$ cat config.mk
export PLATFORM = sky130hd
export DESIGN_NAME = fp_mult_ci_ctrl
export DESIGN_NICKNAME = d
export VERILOG_FILES = /design/src/rtl/fp_mult_ci_ctrl.sv
export SDC_FILE = /design/constraint.sdc
export NUM_CORES = 1
export LEC_CHECK = 0
export ABC_AREA = 1
export BUFFER_PORTS_ARGS = -buffer_cell sky130_fd_sc_hd__buf_2
export CAP_MARGIN = 20
export CORE_AREA = 5 5 105 107
export DETAILED_ROUTE_END_ITERATION = 12
export DIE_AREA = 0 0 110 112
export GPL_ROUTABILITY_DRIVEN = 0
export PLACE_DENSITY_LB_ADDON = 0.05
export SETUP_SLACK_MARGIN = 0.3
export SLEW_MARGIN = 20
export SYNTH_ARGS = -nofsm -noshare
export SYNTH_HDL_FRONTEND = slang
export SYNTH_SLANG_ARGS = --single-unit
$ cat constraint.sdc
create_clock -name clk -period 1.9 [get_ports clk]
set_input_delay 0.095 -clock clk [delete_from_list [all_inputs] [get_ports clk]]
set_output_delay 0.095 -clock clk [all_outputs]
set_load 0.05 [all_outputs]
$ cat src/rtl/fp_mult_ci_ctrl.sv
// Nios II multi-cycle custom-instruction front end for a pipelined FP32 multiplier.
// Latches operands, counts pipeline latency, returns the product with a done pulse.
module fp_mult_ci_ctrl #(
    parameter int LATENCY = 11
) (
    input  logic        clk,
    input  logic        reset,
    input  logic        clk_en,
    input  logic        start,
    input  logic [1:0]  n,
    input  logic [31:0] dataa,
    input  logic [31:0] datab,
    output logic        done,
    output logic [31:0] result,
    output logic        busy,
    output logic        pipe_aclr,
    output logic        pipe_clk_en,
    output logic [31:0] pipe_dataa,
    output logic [31:0] pipe_datab,
    input  logic [31:0] pipe_result
);

    localparam logic [4:0] LAT5 = 5'(LATENCY);

    typedef enum logic [1:0] {
        S_IDLE,
        S_RUN,
        S_DONE
    } state_t;

    state_t      r_state;
    state_t      w_next;
    logic [4:0]  r_cnt;
    logic        r_neg;
    logic [31:0] r_result;
    logic [31:0] r_dataa;
    logic [31:0] r_datab;

    logic        w_a_zero;
    logic        w_b_zero;
    logic        w_zero;
    logic        w_sign;
    logic        w_last;

    assign w_a_zero = (dataa[30:0] == 31'd0);
    assign w_b_zero = (datab[30:0] == 31'd0);
    // a*a only depends on A, so B is not allowed to trigger the early-out
    assign w_zero   = w_a_zero || ((n != 2'd1) && w_b_zero);
    assign w_last   = (r_cnt == LAT5);

    always_comb begin
        w_sign = dataa[31] ^ datab[31];
        unique case (n)
            2'd1:    w_sign = 1'b0;
            2'd2:    w_sign = ~(dataa[31] ^ datab[31]);
            default: w_sign = dataa[31] ^ datab[31];
        endcase
    end

    always_comb begin
        w_next = r_state;
        unique case (r_state)
            S_IDLE: begin
                if (start) begin
                    w_next = w_zero ? S_DONE : S_RUN;
                end
            end
            S_RUN: begin
                if (w_last) begin
                    w_next = S_DONE;
                end
            end
            S_DONE:  w_next = S_IDLE;
            default: w_next = S_IDLE;
        endcase
    end

    always_ff @(posedge clk) begin
        if (reset) begin
            r_state  <= S_IDLE;
            r_cnt    <= 5'd0;
            r_neg    <= 1'b0;
            r_result <= 32'd0;
            r_dataa  <= 32'd0;
            r_datab  <= 32'd0;
        end else if (clk_en) begin
            r_state <= w_next;
            unique case (r_state)
                S_IDLE: begin
                    if (start && w_zero) begin
                        r_result <= {w_sign, 31'd0};
                    end else if (start) begin
                        r_dataa <= dataa;
                        r_datab <= (n == 2'd1) ? dataa : datab;
                        r_neg   <= (n == 2'd2);
                        r_cnt   <= 5'd0;
                    end
                end
                S_RUN: begin
                    r_cnt <= r_cnt + 5'd1;
                    if (w_last) begin
                        r_result <= {pipe_result[31] ^ r_neg,
                                     pipe_result[30:0]};
                    end
                end
                default: ;
            endcase
        end
    end

    assign done        = (r_state == S_DONE);
    assign busy        = (r_state != S_IDLE);
    assign result      = r_result;
    assign pipe_aclr   = reset;
    assign pipe_clk_en = (r_state == S_RUN) && clk_en && !reset;
    assign pipe_dataa  = r_dataa;
    assign pipe_datab  = r_datab;

endmodule

==> summary.md <==
| Metric | Value |
|---|---|
| Final TNS setup | 0 ps |
| Async S/R FF share, synth | 0% |
| Max-cap violation count | 0 |
| Register bit total from synthesis | approximately 100 |
| Ratio of cells with drive above 1 in the final layout | 37.2% |
| Post-Synth Simple-Gate Area | between 15 and 20% |
| Rows | 37 |
| Die W | ~110 um |
| Slowest CP cell | dfxtp_2 |
| Initial DRC count | 320 |
| Number of synthesized flops with an enable pin | 0 |
| Sequential group share of total power | 45.5% |
| Initial antenna violation count | 0 |
| Fmax | just under 600 MHz |
| Top cells by area, synth | dfxtp_1, nand2_1, a21oi_1 |
| Final Hold Fails | 0 |
| H-tree Lvls | 3 |
| Max-slew violations | 0 |
| Post-synthesis sequential area ratio | approximately 45% |
| CTS Buffer Depth | 2 |
| Req. time, crit path | 2160 ps |
| Power Dens Cells | around 740 nW/um2 |
| R2R Setup Slk | 220 ps |
| Largest net degree at the start of global routing | between 40 and 50 |
| Worst setup startpoint | r_cnt[0] |
| Largest family of logic cells by synthesized area | compound AO/OA/AOI/OAI gates |
| Syn Nets | ~780 |
| CTS tree | yes |
| Tightest Pin Transition | around 690 ps |
| Effective utilization at floorplan | 46.5% |
| Mapped cell area | around 4700 um2 |
| Vias in the first global route | between 4,000 and 5,000 |
| Clock power share | 26.5% |
| Crit-path leading delay family | buffers and inverters |
| Number of port buffers | about 200 |
| Clk slew on worst S/H paths | 100 ps |
| Yosys warning count | 0 |
| Leakage | approximately 3.3 nW |
| Remaining antenna violation count | 0 |
| Cell Chain, Critical Path | ha_4 > nand3_2 > nor2_2 > o21ai_2 > inv_2 > nand4_4 > bufbuf_16 > o21ai_0 > a21oi_1 |
| Total global-route track usage | a little over a fifth |
| Crit path largest cell delay | 370 ps |
| Pint | 3.45 mW |
| Setup CP Type | reg2reg |
| First-pass GRT wire length | 21,700 um |
| Synth Area in Compound Gates | 22.4% |
| Max IR drop VDD | ~0.41 mV |
| Clock Skew | ~9.6 ps |
| Drt total wl | 14,600 um |
| Status | finished, final reports clean |
| Adder-cell share of the synthesized area | less than 1% |
| Fin crit period | 1680 ps |
| Latest clock arrival within the worst-skew pair | 360 ps |
| Core ar. | 10,000 um2 |
| Slew HR | 54.0% |
| Synth cell types | 29 |
| Root Driver | clkbuf_8 |
| N_diodes | 0 |
| Ys flop type | dfxtp_1 |
| Area Overhead vs Synth | 50.3% |
| Top-area cell type share of the netlist area | between 40 and 50% |
| Final setup viols | 0 |
| Via density | between 4 and 5 |
| Die Ht | 112 um |
| DRT Pass-1 Iters | 4 |
| Switching power total | 1.78 mW |
| Worst-path maximum fanout | 8 |
| Clk sink count | roughly 100 |
| Fin crit share | between 80% and 90% |
| Fin nets | slightly above 1,000 |
| DIE AREA | between 10,000 and 15,000 um2 |
| RSZ-0062 raised after global routing | yes |
| DP HPWL | 9340 um |
| CP bufs+invs | 2 |
| Crit start category | flop |
| DR DRC count | 0 |
| Mux share of post-synthesis cell area | 0% |
| Endpoint type of the worst setup path | flop |
| HP Start | dataa[24] |
| Switching power share of the total | about a third |
| Cts bufs inserted | 9 |
| Worst r2r src | r_cnt[0] |
| Synth Area in XOR/XNOR | less than 1% |
| WP data arrival | roughly 1900 ps |
| Gate power share | 28.0% |
| Hold Path Class | in2reg |
| Post-synth top area cell | dfxtp_1 |
| Hold Slack | approximately 12 ps |
| Gr ovfl total | 0 |
| Gate Count Post-Synth | between 600 and 700 |
| Routed vias | approximately 5,000 |
| WL per Instance | about 14 um |
| Syn_area_per_cell | 6.91 um2 |
| Num ports | ~200 |
[final timing paths]
kind / end / depth (start not counted)
max reg2reg: pipe_datab[28] / 9
max: pipe_datab[28] / 9
min reg2reg: pipe_dataa[3] / 2
min: pipe_dataa[24] / 3
[per-layer routing]
layer | wire [um] | global-route usage [%]
met1 | 6450 | 28.9
met2 | 6750 | 34.8
met3 | 1150 | 4.75
met4 | 257 | 7.98
met5 | 0 | 0
[power groups by stage]
stage               Clock (mW)  Combinational (mW)  Sequential (mW)
floorplan                    0               0.397             2.86
global placement             0                1.15             2.43
detailed placement           0                1.16             2.43
CTS                       1.44                1.32             2.38
global route              1.51                1.57             2.40
finish                    1.39                1.47             2.38
[cell type report]
class                   count  area, um2
well taps                 136        170
clock buffers              11        141
inverters                 131        499
clock inverters             5       56.3
repair buffers            263       1850
multi-input cells         403       2230
flip-flops and latches    104       2090
fillers                   869       3020
[worst min-delay path: cells and delay by family]
family / cells / cell delay (ps)
compound gates: 2 / 140
buf+inv: 1 / 110
[cell families (layout without fill, tap and decap cells)]
family | Yosys count | in the layout
XOR/XNOR | 3 | 3
flip-flops | 104 | 104
adder cells (fa/ha/maj) | 3 | 3
AO/OA/AOI/OAI | 207 | 207
buffers and inverters | 169 | 410
AND/OR/NAND/NOR | 190 | 190
[synthesized netlist by cell type, types with 5 or more instances]
cell type and n:
a21oi_1 103, buf_2 9, buf_6 8, clkbuf_1 19, dfxtp_1 104, inv_1 128
nand2_1 141, nand2_2 5, nand3_1 5, nor2_1 31, o21ai_0 76, o21ai_1 24
[flip-flops by register name, summed over array words and instances, names as in the netlist]
name	flops
result	32
pipe_datab	32
r_cnt	5
pipe_dataa	32
r_neg	1
r_state	2
[timing repair]
| action | 4_1_cts | 5_1_grt |
|---|---|---|
| hold buffers | 34 | 0 |
| setup endpoints to repair | 94 | 99 |
| endpoints found under the hold margin | 34 | 0 |
| pin swaps | 7 | 13 |
| setup buffers | 7 | 2 |
| resized for setup | 24 | 100 |
| gates cloned | 5 | 6 |
[through the flow]
step / power (mW) / util, % / std cells / worst slack (ps) / instance area, um2
after floorplan: 3.26 / - / 676 / 344 / 4680
after global placement: 3.58 / 57.2 / 983 / 159 / 5750
after detailed placement: 3.59 / 57.2 / 983 / 156 / 5750
after CTS: 5.14 / 65.5 / 1045 / 232 / 6580
after global routing: 5.48 / 70.0 / 1053 / 158 / 7030
final: 5.24 / 70.0 / 1053 / 224 / 7030
[layout by cell type (no fill, tap or decap), types with 2 or more instances in the layout]
cell and n:
buf_2 201, nand2_1 141, inv_1 126, dfxtp_1 100, a21oi_1 70, o21ai_0 50
o21ai_2 39, dlygate4sd3_1 34, a21oi_2 32, nor2_1 29, clkbuf_8 10, o21ai_1 9
buf_12 8, buf_4 8, nand2_2 4, nand3_1 4, buf_16 4, clkbuf_16 4
dfxtp_2 4, nor2_2 3, inv_2 3, o21ai_4 3, nand4_1 2, xor2_1 2
ha_1 2, clkinv_2 2, buf_6 2
Note: power is estimated with default switching activity, not from simulation.
